--- src/rtl/coeff_recomposer.sv ---
// Rebuilds r = (r1*alpha + r0) mod q for LANES coefficient pairs per beat.
// Two-stage valid/ready pipeline with a single global enable.
module coeff_recomposer #(
  parameter int unsigned COEFF_W = 24,
  parameter int unsigned LANES   = 4
) (
  input  logic                       clk,
  input  logic                       rst,
  input  logic [2:0]                 sec_lvl,
  input  logic                       valid_i,
  output logic                       ready_i,
  input  logic [COEFF_W*LANES-1:0]   dia,
  input  logic [COEFF_W*LANES-1:0]   dib,
  // named dout because 'do' is a reserved word
  output logic [COEFF_W*LANES-1:0]   dout,
  output logic                       valid_o,
  input  logic                       ready_o,
  output logic                       err_o
);

  localparam int unsigned DATA_W = COEFF_W * LANES;
  localparam int unsigned SUM_W  = COEFF_W + 1;

  localparam logic [COEFF_W-1:0] Q      = COEFF_W'(8380417);
  localparam logic [SUM_W-1:0]   Q_S    = SUM_W'(8380417);
  localparam logic [COEFF_W-1:0] LIM_N1 = COEFF_W'(43);
  localparam logic [COEFF_W-1:0] LIM_N2 = COEFF_W'(15);
  localparam logic [2:0]         SEC_N1 = 3'd2;

  logic                              en;
  logic                              sel_n1;
  logic [COEFF_W-1:0]                lim;
  logic [LANES-1:0][COEFF_W-1:0]     r1_w;
  logic [LANES-1:0][COEFF_W-1:0]     r0_w;
  logic [LANES-1:0][COEFF_W-1:0]     p_nxt;
  logic [LANES-1:0]                  err_nxt;
  logic [LANES-1:0][COEFF_W-1:0]     p_q;
  logic [LANES-1:0][COEFF_W-1:0]     r0_q;
  logic [LANES-1:0]                  err_q;
  logic                              v1;
  logic [LANES-1:0][SUM_W-1:0]       s_w;
  logic [LANES-1:0][COEFF_W-1:0]     d_nxt;
  logic [DATA_W-1:0]                 d_flat;

  assign en      = !valid_o || ready_o;
  assign ready_i = en;
  assign sel_n1  = (sec_lvl == SEC_N1);
  assign lim     = sel_n1 ? LIM_N1 : LIM_N2;
  assign r1_w    = dia;
  assign r0_w    = dib;
  assign d_flat  = d_nxt;

  // Stage 1: constant multiply as shift-add (N1 = 2^17+2^15+2^14+2^13+2^11, N2 = 2^19-2^9)
  always_comb begin : stage1_comb
    p_nxt   = '0;
    err_nxt = '0;
    for (int k = 0; k < LANES; k++) begin
      if (sel_n1) begin
        p_nxt[k] = (r1_w[k] << 17) + (r1_w[k] << 15) + (r1_w[k] << 14)
                 + (r1_w[k] << 13) + (r1_w[k] << 11);
      end else begin
        p_nxt[k] = (r1_w[k] << 19) - (r1_w[k] << 9);
      end
      err_nxt[k] = (r1_w[k] > lim) || (r0_w[k] >= Q);
    end
  end

  // Stage 2: add r0 and fold once into [0, q-1]
  always_comb begin : stage2_comb
    s_w   = '0;
    d_nxt = '0;
    for (int k = 0; k < LANES; k++) begin
      s_w[k]   = SUM_W'(p_q[k]) + SUM_W'(r0_q[k]);
      d_nxt[k] = (s_w[k] >= Q_S) ? COEFF_W'(s_w[k] - Q_S) : COEFF_W'(s_w[k]);
    end
  end

  always_ff @(posedge clk or negedge rst) begin
    if (!rst) begin
      p_q     <= '0;
      r0_q    <= '0;
      err_q   <= '0;
      v1      <= 1'b0;
      dout    <= '0;
      err_o   <= 1'b0;
      valid_o <= 1'b0;
    end else if (en) begin
      p_q     <= p_nxt;
      r0_q    <= r0_w;
      err_q   <= err_nxt;
      v1      <= valid_i;
      dout    <= d_flat;
      err_o   <= |err_q;
      valid_o <= v1;
    end
  end

endmodule

--- config.mk ---
export PLATFORM = sky130hd
export DESIGN_NAME = coeff_recomposer
export DESIGN_NICKNAME = d
export VERILOG_FILES = /design/src/rtl/coeff_recomposer.sv
export SDC_FILE = /design/constraint.sdc
export NUM_CORES = 1
export LEC_CHECK = 0
export BUFFER_PORTS_ARGS = -buffer_cell sky130_fd_sc_hd__buf_2
export CAP_MARGIN = 20
export CORE_MARGIN = 2
export CORE_UTILIZATION = 64
export CTS_CLUSTER_SIZE = 30
export DETAILED_ROUTE_END_ITERATION = 6
export PLACE_DENSITY_LB_ADDON = 0.25
export SYNTH_ARGS = -nofsm -noshare
export SYNTH_HDL_FRONTEND = slang
export SYNTH_SLANG_ARGS = --single-unit
--- constraint.sdc ---
create_clock -name clk -period 6 [get_ports clk]
set_input_delay 1.5 -clock clk [delete_from_list [all_inputs] [get_ports clk]]
set_output_delay 1.5 -clock clk [all_outputs]
set_load 0.01 [all_outputs]
Word-level counts from Yosys, hierarchy flattened
Cells that the tools add are included.

Bits in registers: 295. Input port bits: 199. Word-level logic and storage cells: 70.

Reductions and logical operators: 7. $lt $le $gt $ge: 12. Multiplexer cells: 9. Equality and inequality tests: 1. Add/sub/neg operators: 28.

Operator list (number): 24-bit adder (16); 24-bit 2-to-1 mux (8); 24-bit by 24-bit adder with 25-bit output (4); 25-bit by 23-bit greater-or-equal comparator with 1-bit output, second input constant (4); 24-bit by 23-bit greater-or-equal comparator with 1-bit output, second input constant (4); 24-bit by 6-bit greater-than comparator with 1-bit output (4); 24-bit by 23-bit subtractor with 24-bit output, second input constant (4); 24-bit subtractor (4); 6-bit 2-to-1 mux (1); 1-bit logical OR (5); 4-bit OR reduction (1); 3-bit by 2-bit equality test with 1-bit output, second input constant (1); 1-bit logical NOT (1).

Longest topological paths before layout
Gate-level depths: netlist of the first run.

Depth after elaboration: 5. Gate-level depth with buffers: 18.

Least setup slack after synthesis of the first run
OpenSTA, ideal clock, no wires.

Path kind: input port to flip-flop. Start: input dia[4]. End: register p_q[22] in the netlist's numbering. Setup time: 0.137 ns. Stages: 18. Arrival time: 4.837 ns. Setup slack: 1.026 ns. Path through: clkbuf_1 -> inv_1 -> fa_1 -> inv_1 -> fa_1 -> inv_1 -> fa_1 -> inv_1 -> ha_1 -> nor2b_1 -> o21ai_0 -> nand2b_1 -> a21o_1 -> a21oi_1 -> xor2_1 -> nand2_1 -> o21ai_0 -> a21oi_1.

Word-level cells in the longest chain between the ends: 5.

RTL lines: start, declared (RTL line 12) `input logic [COEFF_W*LANES-1:0] dia,`; 24-bit adder (2 in a row) (RTL line 59) `p_nxt[k] = (r1_w[k] << 17) + (r1_w[k] << 15) + (r1_w[k] << 14)`; 24-bit adder (2 in a row) (RTL line 60) `+ (r1_w[k] << 13) + (r1_w[k] << 11);`; 24-bit 2-to-1 mux * (RTL line 58) `if (sel_n1) begin`; end signal, assigned (RTL line 88) `p_q <= p_nxt;`; end, declared (RTL line 37) `logic [LANES-1:0][COEFF_W-1:0] p_q;`.

Every way passes the cells marked *; elsewhere a longest branch is shown, timed or not. A chain may end at the register's enable or synchronous reset.

Final worst setup path of the first run
Start: input dia[76]. End: register p_q[94] in the netlist's numbering.

The elaborated chain is that of the path after synthesis.

==> results.sh, run 1 <==
export IMPL_io_pins=298
export IMPL_drive_above_1_share_pct=13.9
export IMPL_clkPwrFrac_pct=19.4
export IMPL_hold_viol=0
export IMPL_outcome="finished clean"
export IMPL_syn_avg_cell_area_um2=8.24
export IMPL_p_leak_nw=11.8
export IMPL_antenna_found_initial=4
export IMPL_r2r_end="dout[12]$_DFFE_PN0P_"
export IMPL_pwr_share_seq_pct=28.7
export IMPL_hold_depth=2
export IMPL_dieArea_um2=35500
export IMPL_wl_per_cell_um=17.6
export IMPL_synth_top_area_share_pct=29.8
export IMPL_use_met1_pct=50.3
export IMPL_drtPass1Iterations=5
export IMPL_seq_area_frac_synth_pct=29.8
export IMPL_reg2regPathDepth=11
export IMPL_numCtsBuffers=28
export IMPL_grt_busiest_layer="met2"
export IMPL_place_area_um2=23500
export IMPL_tightest_slew_ps=979
export IMPL_synth_seq_cells=259
export IMPL_combPwrFrac_pct=52.0
export IMPL_finClkSkew_ps=13.9
export IMPL_hold_end="r0_q[95]$_DFFE_PN0P_"
export IMPL_r2r_start="p_q[9]$_DFFE_PN0P_"
export IMPL_fin_area_um2=24400
export IMPL_async_flop_share_pct=100
export IMPL_cp_cell_sequence="buf_2, inv_1, fa_1, inv_1, fa_1, inv_1, fa_1, inv_1, ha_1, nor2b_1, o21ai_0, nand2b_1, a21o_1, a21oi_1, xor2_1, nand2_1, o21ai_0, a21oi_1"
export IMPL_slew_viol_final=0
export IMPL_tritoncts="done"
export IMPL_areaGrowthSynthToFinish_pct=12.4
export IMPL_clock_latency_ps=550
export IMPL_cts_resized=0
export IMPL_start_kind="primary input"
export IMPL_cts_root_buf="clkbuf_16"
export IMPL_synthCells=2638
export IMPL_fp_dieH_um=188
export IMPL_grt_pass1_vias=18681
export IMPL_grt_max_degree=193
export IMPL_setup_violations=0
export IMPL_core_area_um2=33500
export IMPL_cts_sinks=259
export IMPL_irDropWorstVdd_mv=0.353
export IMPL_p_int_w=0.00507
export IMPL_gp_congestion=0.944
export IMPL_clk_pin_slew_ps=60
export IMPL_critical_path_arrival_ps=5070
export IMPL_fin_ws_ps=1320
export IMPL_cp_top_family="adder cells"
export IMPL_die_w_um=188
export IMPL_nets=3311
export IMPL_routed_wl_um=58800
export IMPL_fin_setup_tns_ps=0
export IMPL_hold_class="reg -> reg"
export IMPL_synth_edf_count=0
export IMPL_endpoint_kind="register"
export IMPL_p_switching_w=0.00382
export IMPL_synthMostInstantiatedCell="nand2_1"
export IMPL_drt_iter0_drc=1481
export IMPL_holdWs_ps=472
export IMPL_globalRouteOverflowTotal=0
export IMPL_drcViolationCount=0
export IMPL_critPathLaunch="dia[76]"
export IMPL_swShare_pct=43.0
export IMPL_crit_type="in -> reg"
export IMPL_grt_setup_unrepaired="false"
export IMPL_synth_distinct_cells=78
export IMPL_post_route_util_pct=72.9
export IMPL_io_buffers=297
export IMPL_path_buf_inv=5
export IMPL_max_freq_mhz=214
export IMPL_timing_critical_path_mode_cell="inv_1"
export IMPL_max_slew_margin_rel_pct=34.7
export IMPL_synth_area_um2=21700
export IMPL_track_usage_pct=32.9
export IMPL_cp_max_fo=6
export IMPL_yosys_most_used_dff="dfrtp_1"
export IMPL_cts_hold_buf=0
export IMPL_synth_area_top_cells="dfrtp_1 30%, fa_1 9.2%, ha_1 8.5%, nand2_1 8.0%, xnor2_1 4.4%"
export IMPL_dr_total_vias=20031
export IMPL_post_cts_setup_buffers=0
export IMPL_syn_nets=3085
export IMPL_maxCapViolations=0
export IMPL_dpl_worst_slack_ps=773
export IMPL_period_share_pct=78.0
export IMPL_cts_max_level=1
export IMPL_use_met3_pct=3.43
export IMPL_post_route_min_period_ps=4680
export IMPL_grt_use_met2_pct=50.4
export IMPL_clock_path_buffers=3
export IMPL_ys_warn_count=0
export IMPL_powerDensity_nw_per_um2=364
export IMPL_grt_pass1_wl_um=95500
export IMPL_cp_slowest_cell="fa_1"
export IMPL_required_ps=6390
export IMPL_ant_nets=0
export IMPL_r2r_slack_ps=1350
export IMPL_initial_utilization_pct=64.8
export IMPL_hp_start="r0_q[95]$_DFFE_PN0P_"
export IMPL_fillers=2660
export IMPL_rows=67
export IMPL_yosysTopAreaCell="dfrtp_1"
export IMPL_viasPerCell=6.00
export IMPL_synth_commonest_cells="464 x nand2_1, 259 x dfrtp_1, 250 x inv_1"
export IMPL_max_stage_delay_ps=520
export IMPL_dp_hpwl_um=45600
[area by class of cell]
class	instances	area [um2]	area share, %
multi-input combinational	2016	13900	56.9
sequential	259	6480	26.5
inverter	251	950	3.89
timing repair buffer	308	1610	6.61
clock buffer	42	845	3.46
antenna	4	10.0	0.0410
clock inverter	8	76.3	0.312
tap	448	561	2.29
[power groups by stage]
stage	sequential (W)	combinational (W)	clock, W
floorplan	0.00259	0.00320	0
global placement	0.00255	0.00439	0
detailed placement	0.00256	0.00455	0
CTS	0.00254	0.00458	0.00175
global route	0.00259	0.00515	0.00181
finish	0.00255	0.00462	0.00172
[tightest hold or removal path: stages, from the launching register on]
cell,delay [ps]
dfrtp_1,340
nand2_1,50
nand2_1,50
[logic make-up after synthesis]
| family | after synthesis | share of synthesized area (%) |
|---|---|---|
| simple gates | 1032 | 22.2 |
| compound gates | 559 | 16.7 |
| buf+inv | 363 | 6.33 |
| flops | 259 | 29.8 |
| fa+ha+maj | 248 | 17.7 |
| xor+xnor | 157 | 6.32 |
| mux | 20 | 0.938 |
[layer usage]
layer / routed length, um / vias up
li1: - / 9538
met1: 27200 / 9619
met2: 25800 / 778
met3: 4450 / 94
met4: 1370 / 2
met5: 12 / -
[flip-flops by register name, indices dropped and copies added (netlist names)]
register / cells
r0_q: 96
v1: 1
p_q: 60
dout: 96
err_o: 1
valid_o: 1
err_q: 4
[per-stage QoR]
step                      cells  power, W
after floorplan            2638   0.00579
after global placement     3281   0.00693
after detailed placement   3281   0.00711
after CTS                  3331   0.00886
after global routing       3335   0.00956
final                      3336   0.00889
[layout by cell type (no fill, tap or decap), types with 7 or more instances in the layout]
cell type,synthesis,routed
inv_1,250,250
ha_1,148,148
o21ai_0,115,115
nand4b_1,9,9
a31o_2,7,7
a21oi_1,146,145
o21a_1,15,15
nand2b_1,16,16
o21bai_1,11,11
o31ai_1,35,35
fa_1,100,100
and2_1,17,17
dfrtp_1,259,259
clkbuf_8,0,7
buf_4,0,7
nor2_1,202,202
a21o_1,50,50
a211oi_1,13,13
or3_1,39,39
nand3_1,49,49
a22oi_1,11,11
or4_1,22,22
nand4_1,32,32
xnor2_1,109,109
a311oi_1,7,7
nor4_1,41,41
a41oi_1,7,7
clkbuf_16,0,29
a31oi_1,57,57
o211ai_1,13,13
or2_2,13,13
nand2_1,464,464
and3_1,19,19
nor3_1,58,58
mux2i_1,17,17
buf_2,5,297
xor2_1,48,48
nor2b_1,18,17
[how the worst max path moves through the flow]
stage          slack, ps                  end  depth (start not counted)
5_1_grt             1040  p_q[94]$_DFFE_PN0P_                         18
3_3_place_gp         930  p_q[94]$_DFFE_PN0P_                         18
2_1_floorplan       1030  p_q[22]$_DFFE_PN0P_                         18
3_5_place_dp         770  p_q[94]$_DFFE_PN0P_                         18
6_report            1320  p_q[94]$_DFFE_PN0P_                         18
4_1_cts             1330  p_q[94]$_DFFE_PN0P_                         18
(Power assumes the default switching activity.)
==> run 2, diff against run 1 <==
--- a/config.mk
+++ b/config.mk
@@ -8,7 +8,7 @@
 export BUFFER_PORTS_ARGS = -buffer_cell sky130_fd_sc_hd__buf_2
 export CAP_MARGIN = 20
 export CORE_MARGIN = 2
-export CORE_UTILIZATION = 64
+export CORE_UTILIZATION = 54
 export CTS_CLUSTER_SIZE = 30
 export DETAILED_ROUTE_END_ITERATION = 6
 export PLACE_DENSITY_LB_ADDON = 0.25
==> constraint.sdc (replaced) <==
create_clock -name clk -period 3.85 [get_ports clk]
set_input_delay 0.9625 -clock clk [delete_from_list [all_inputs] [get_ports clk]]
set_output_delay 0.9625 -clock clk [all_outputs]
set_load 0.01 [all_outputs]
==> results.sh, run 2 (synthesized netlist as in run 1, its figures left out) <==
export IMPL_critPathLaunch="p_q[57]$_DFFE_PN0P_"
export IMPL_grt_pass1_wl_um=100000
export IMPL_cp_top_family="simple AND/OR/NAND/NOR gates"
export IMPL_endpoint_kind="register"
export IMPL_path_buf_inv=2
export IMPL_cp_max_fo=7
export IMPL_r2r_end="dout[54]$_DFFE_PN0P_"
export IMPL_r2r_slack_ps=100
export IMPL_critical_path_arrival_ps=4230
export IMPL_crit_type="reg -> reg"
export IMPL_grt_pass1_vias=19590
export IMPL_dp_hpwl_um=48300
export IMPL_clkPwrFrac_pct=18.3
export IMPL_seqCellArea_um2=6480
export IMPL_areaGrowthSynthToFinish_pct=21.6
export IMPL_p_switching_w=0.00633
export IMPL_post_route_min_period_ps=3750
export IMPL_io_pins=298
export IMPL_pwr_share_seq_pct=26.2
export IMPL_cp_slowest_cell="dfrtp_1"
export IMPL_setup_violations=0
export IMPL_drive_above_1_share_pct=21.6
export IMPL_drt_iter0_drc=1364
export IMPL_track_usage_pct=29.5
export IMPL_clk_pin_slew_ps=60
export IMPL_swShare_pct=42.1
export IMPL_place_area_um2=25100
export IMPL_grt_setup_unrepaired="true"
export IMPL_fin_ws_ps=105
export IMPL_fp_dieH_um=205
export IMPL_irDropWorstVdd_mv=0.394
export IMPL_maxCapViolations=0
export IMPL_die_w_um=205
export IMPL_tightest_slew_ps=969
export IMPL_combPwrFrac_pct=55.5
export IMPL_finClkSkew_ps=9.45
export IMPL_wl_per_cell_um=17.2
export IMPL_reg_top3="dout (96), r0_q (96), p_q (60)"
export IMPL_io_buffers=297
export IMPL_gp_congestion=0.940
export IMPL_rows=73
export IMPL_cts_sinks=259
export IMPL_clock_latency_ps=570
export IMPL_cp_cell_sequence="ha_1, fa_1, a21o_1, and4_1, nor4b_4, nor2_1, xnor2_2, nor4_4, buf_4, a22oi_2, buf_4, or3_1, a31oi_1"
export IMPL_hold_class="in -> async"
export IMPL_timing_critical_path_mode_cell="buf_4"
export IMPL_viasPerCell=5.65
export IMPL_cts_max_level=1
export IMPL_outcome="finished clean"
export IMPL_nets=3510
export IMPL_post_route_util_pct=66.5
export IMPL_initial_utilization_pct=54.7
export IMPL_clock_path_buffers=3
export IMPL_start_kind="register"
export IMPL_period_share_pct=97.3
export IMPL_ant_nets=0
export IMPL_core_area_um2=39700
export IMPL_dieArea_um2=41900
export IMPL_max_slew_margin_rel_pct=35.4
export IMPL_p_leak_nw=12.8
export IMPL_fillers=3414
export IMPL_numCtsBuffers=28
export IMPL_dpl_worst_slack_ps=-511
export IMPL_final_common_cell="nand2_1"
export IMPL_drcViolationCount=0
export IMPL_cts_hold_buf=0
export IMPL_reg2regPathDepth=13
export IMPL_antenna_found_initial=1
export IMPL_tritoncts="done"
export IMPL_final_cell_mix="464 x nand2_1, 294 x buf_2, 256 x dfrtp_1, 233 x inv_1, 204 x buf_4"
export IMPL_hold_viol=0
export IMPL_routed_wl_um=62100
export IMPL_dr_total_vias=20396
export IMPL_grt_max_degree=193
export IMPL_p_total_w=0.0151
export IMPL_powerDensity_nw_per_um2=570
export IMPL_drtPass1Iterations=5
export IMPL_globalRouteOverflowTotal=0
export IMPL_cts_root_buf="clkbuf_16"
export IMPL_max_stage_delay_ps=430
export IMPL_holdWs_ps=403
export IMPL_r2r_start="p_q[57]$_DFFE_PN0P_"
export IMPL_fin_area_um2=26400
export IMPL_p_int_w=0.00872
export IMPL_slew_viol_final=0
export IMPL_max_freq_mhz=267
export IMPL_required_ps=4340
export IMPL_multiInputGateArea_um2=14200
==> run 2: changes by cell type in the layout (fill, tap and decap cells not counted), sizes merged <==
cell	previous run	this run
buf	308	506
bufinv	1	2
clkbuf	42	37
clkinv	4	5
clkinvlp	3	10
diode	4	1
inv	251	246
o21a	15	16
==> run 2: layout make-up <==
| type | count | share of cell area, % |
|---|---|---|
| antenna | 1 | 0.00947 |
| clock buffer | 37 | 3.01 |
| clock inverter | 12 | 0.483 |
| inverter | 251 | 3.72 |
| multi-input combinational | 2017 | 53.8 |
| sequential | 259 | 24.5 |
| tap | 525 | 2.48 |
| timing repair buffer | 506 | 11.9 |
==> run 2: worst max-delay path by stage <==
stage / to / slack (ps) / cells past startpoint
finish: dout[54]$_DFFE_PN0P_ / 100 / 13
global route: dout[54]$_DFFE_PN0P_ / -70 / 13
CTS: dout[29]$_DFFE_PN0P_ / 20 / 11
detailed placement: p_q[46]$_DFFE_PN0P_ / -510 / 17
global placement: p_q[21]$_DFFE_PN0P_ / -410 / 15
floorplan: p_q[21]$_DFFE_PN0P_ / -250 / 14
==> run 2: routing by layer <==
metal	share of wire, %	vias to the layer above	GRT usage, %
met5	0	-	0
met4	2.5	0	7.95
met3	5.5	82	2.42
met2	44	628	45.9
met1	48	9756	44.1
li1	-	9930	-
==> run 2: worst reg2reg max path, cell delays in order, from the launching register on <==
cell and delay [ps]:
dfrtp_1 430, ha_1 260, fa_1 400, a21o_1 210, and4_1 270, nor4b_4 360, nor2_1 150, xnor2_2 220
nor4_4 410, buf_4 230, a22oi_2 100, buf_4 170, or3_1 310, a31oi_1 160
==> run 2: timing repair <==
item | 4_1_cts | 5_1_grt
buffers inserted | 0 | 17
gates cloned | 0 | 1
gates resized for setup | 7 | 58
pin swaps | 0 | 62
setup endpoints to repair | 29 | 78
==> run 2: power by group through the flow <==
stage	Sequential (W)	Combinational (W)	Clock [W]
5_1_grt	0.00403	0.00928	0.00290
6_report	0.00394	0.00836	0.00275
3_3_place_gp	0.00395	0.00773	0
4_1_cts	0.00393	0.00803	0.00280
2_1_floorplan	0.00403	0.00510	0
3_5_place_dp	0.00398	0.00795	0
==> run 2: stage by stage <==
stage / TNS, ps / instances
after floorplan: -1950 / 2638
after global placement: -6050 / 3541
after detailed placement: -8480 / 3541
after CTS: 0 / 3590
after global routing: -596 / 3608
final: 0 / 3608
==> run 3, diff against run 2 <==
--- a/config.mk
+++ b/config.mk
@@ -11,6 +11,7 @@
 export CORE_UTILIZATION = 54
 export CTS_CLUSTER_SIZE = 30
 export DETAILED_ROUTE_END_ITERATION = 6
+export GPL_TIMING_DRIVEN = 0
 export PLACE_DENSITY_LB_ADDON = 0.25
 export SYNTH_ARGS = -nofsm -noshare
 export SYNTH_HDL_FRONTEND = slang
==> results.sh, run 3 (synthesized netlist as in run 1, its figures left out) <==
export IMPL_outcome="complete, but fails checks"
export IMPL_failed_checks="negative setup slack"
export IMPL_io_pins=298
export IMPL_core_area_um2=39700
export IMPL_period_share_pct=104
export IMPL_grt_max_degree=124
export IMPL_ant_nets=0
export IMPL_timing_critical_path_mode_cell="a21o_1"
export IMPL_grt_setup_unrepaired="true"
export IMPL_grt_pass1_vias=20226
export IMPL_cp_max_fo=6
export IMPL_cp_top_family="adder cells"
export IMPL_p_leak_nw=12.4
export IMPL_multiInputGateArea_um2=14700
export IMPL_max_freq_mhz=250
export IMPL_drtPass1Iterations=6
export IMPL_drt_iter0_drc=1855
export IMPL_cts_sinks=259
export IMPL_finClkSkew_ps=7.32
export IMPL_antenna_found_initial=1
export IMPL_hold_class="in -> async"
export IMPL_r2r_end="dout[73]$_DFFE_PN0P_"
export IMPL_die_w_um=205
export IMPL_critical_path_arrival_ps=4420
export IMPL_dr_total_vias=21306
export IMPL_powerDensity_nw_per_um2=569
export IMPL_max_slew_margin_rel_pct=24.2
export IMPL_required_ps=4260
export IMPL_fillers=3374
export IMPL_cts_max_level=1
export IMPL_reg_top3="dout (96), r0_q (96), p_q (60)"
export IMPL_tightest_slew_ps=1140
export IMPL_nets=3508
export IMPL_final_common_cell="nand2_1"
export IMPL_dieArea_um2=41900
export IMPL_endpoint_kind="register"
export IMPL_clk_pin_slew_ps=60
export IMPL_post_route_min_period_ps=4000
export IMPL_dpl_worst_slack_ps=-813
export IMPL_r2r_slack_ps=70
export IMPL_irDropWorstVdd_mv=0.357
export IMPL_post_route_util_pct=67.2
export IMPL_hold_viol=0
export IMPL_slew_viol_final=0
export IMPL_n_antenna_cell=0
export IMPL_track_usage_pct=33.9
export IMPL_seqCellArea_um2=6480
export IMPL_rows=73
export IMPL_drive_above_1_share_pct=21.2
export IMPL_clock_path_buffers=3
export IMPL_grt_pass1_wl_um=111000
export IMPL_cts_root_buf="clkbuf_16"
export IMPL_max_stage_delay_ps=550
export IMPL_numCtsBuffers=27
export IMPL_initial_utilization_pct=54.7
export IMPL_areaGrowthSynthToFinish_pct=22.7
export IMPL_final_cell_mix="464 x nand2_1, 280 x buf_2, 256 x dfrtp_1, 209 x inv_1, 201 x nor2_1"
export IMPL_path_buf_inv=4
export IMPL_crit_type="in -> reg"
export IMPL_fp_dieH_um=205
export IMPL_drcViolationCount=0
export IMPL_reg2regPathDepth=12
export IMPL_cp_cell_sequence="buf_12, clkinvlp_4, buf_6, fa_2, inv_2, fa_2, fa_1, ha_1, a21o_1, a21o_1, a21o_1, a21oi_2, xor2_1, nor2_1, a31oi_1, a21oi_1"
export IMPL_wl_per_cell_um=20.2
export IMPL_start_kind="primary input"
export IMPL_cp_slowest_cell="fa_2"
export IMPL_tritoncts="done"
export IMPL_routed_wl_um=72700
export IMPL_path_depth=16
export IMPL_globalRouteOverflowTotal=0
export IMPL_dp_hpwl_um=55800
export IMPL_io_buffers=297
export IMPL_fin_ws_ps=-154
export IMPL_maxCapViolations=0
export IMPL_clock_latency_ps=560
export IMPL_setup_violations=3
export IMPL_gp_congestion=0.941
export IMPL_r2r_start="p_q[82]$_DFFE_PN0P_"
export IMPL_viasPerCell=5.91
==> run 3: cell types whose count changed in the layout (fill, tap and decap cells not counted), moves of 7 or more <==
cell	before	now
ha_4	9	18
clkbuf_1	4	90
buf_2	294	280
ha_1	136	125
o21ai_2	2	11
a21oi_1	135	128
buf_4	204	94
inv_2	7	17
clkinvlp_4	10	23
inv_1	233	209
buf_6	1	17
==> run 3: final cells by class <==
class | count | share of cell area, %
multi-input combinational | 2016 | 55.0
sequential | 259 | 24.3
tap | 525 | 2.46
buffer | 108 | 1.70
timing repair buffer | 398 | 9.44
inverter | 251 | 3.88
clock inverter | 9 | 0.300
clock buffer | 37 | 2.94
==> run 3: worst max path at each step <==
stage / from / to
2_1_floorplan: dia[0] / p_q[21]$_DFFE_PN0P_
3_3_place_gp: rst / r0_q[8]$_DFFE_PN0P_
6_report: dia[2] / p_q[21]$_DFFE_PN0P_
3_5_place_dp: dia[0] / p_q[21]$_DFFE_PN0P_
5_1_grt: dia[3] / p_q[21]$_DFFE_PN0P_
4_1_cts: dia[53] / p_q[70]$_DFFE_PN0P_
==> run 3: power by group <==
part           leakage (nW)  switching [W]  internal (W)  total [W]
sequential             3.01       0.000627       0.00343    0.00406
combinational          9.00        0.00497       0.00354    0.00851
clock                 0.417        0.00114       0.00148    0.00262
==> run 3: per-stage QoR <==
stage | TNS, ps | cell area (um2) | hold slack [ps] | std cells | power [W]
floorplan | -1950 | 21900 | 430 | 2638 | 0.00913
global placement | -765740 | 24000 | 447 | 3460 | 0.0113
detailed placement | -39580 | 24100 | 451 | 3462 | 0.0115
CTS | -110 | 25600 | 325 | 3544 | 0.0144
global route | -1440 | 26700 | 342 | 3603 | 0.0162
finish | -175 | 26700 | 313 | 3603 | 0.0152
==> run 3: metal layers <==
| layer | track usage [%] | vias up | routed length (um) |
|---|---|---|---|
| met5 | 0 | - | 13 |
| met4 | 11.8 | 2 | 2340 |
| met3 | 4.33 | 150 | 5740 |
| met2 | 54.2 | 897 | 33600 |
| met1 | 47.4 | 10334 | 31000 |
| li1 | - | 9923 | - |
==> run 3: worst reg2reg max path, delay by kind of cell, from the launching register on <==
family	cells	cell delay, ps
AO/OA/AOI/OAI	4	1100
AND/OR/NAND/NOR	3	1090
flip-flops	1	470
multiplexers	2	350
buffers and inverters	2	340
adder cells (fa/ha/maj)	1	330
==> run 3: timing repair <==
item,CTS,global route
gates resized for setup,84,169
pin swaps,23,95
setup buffers,38,60
hold buffers,0,0
setup endpoints to repair,97,94
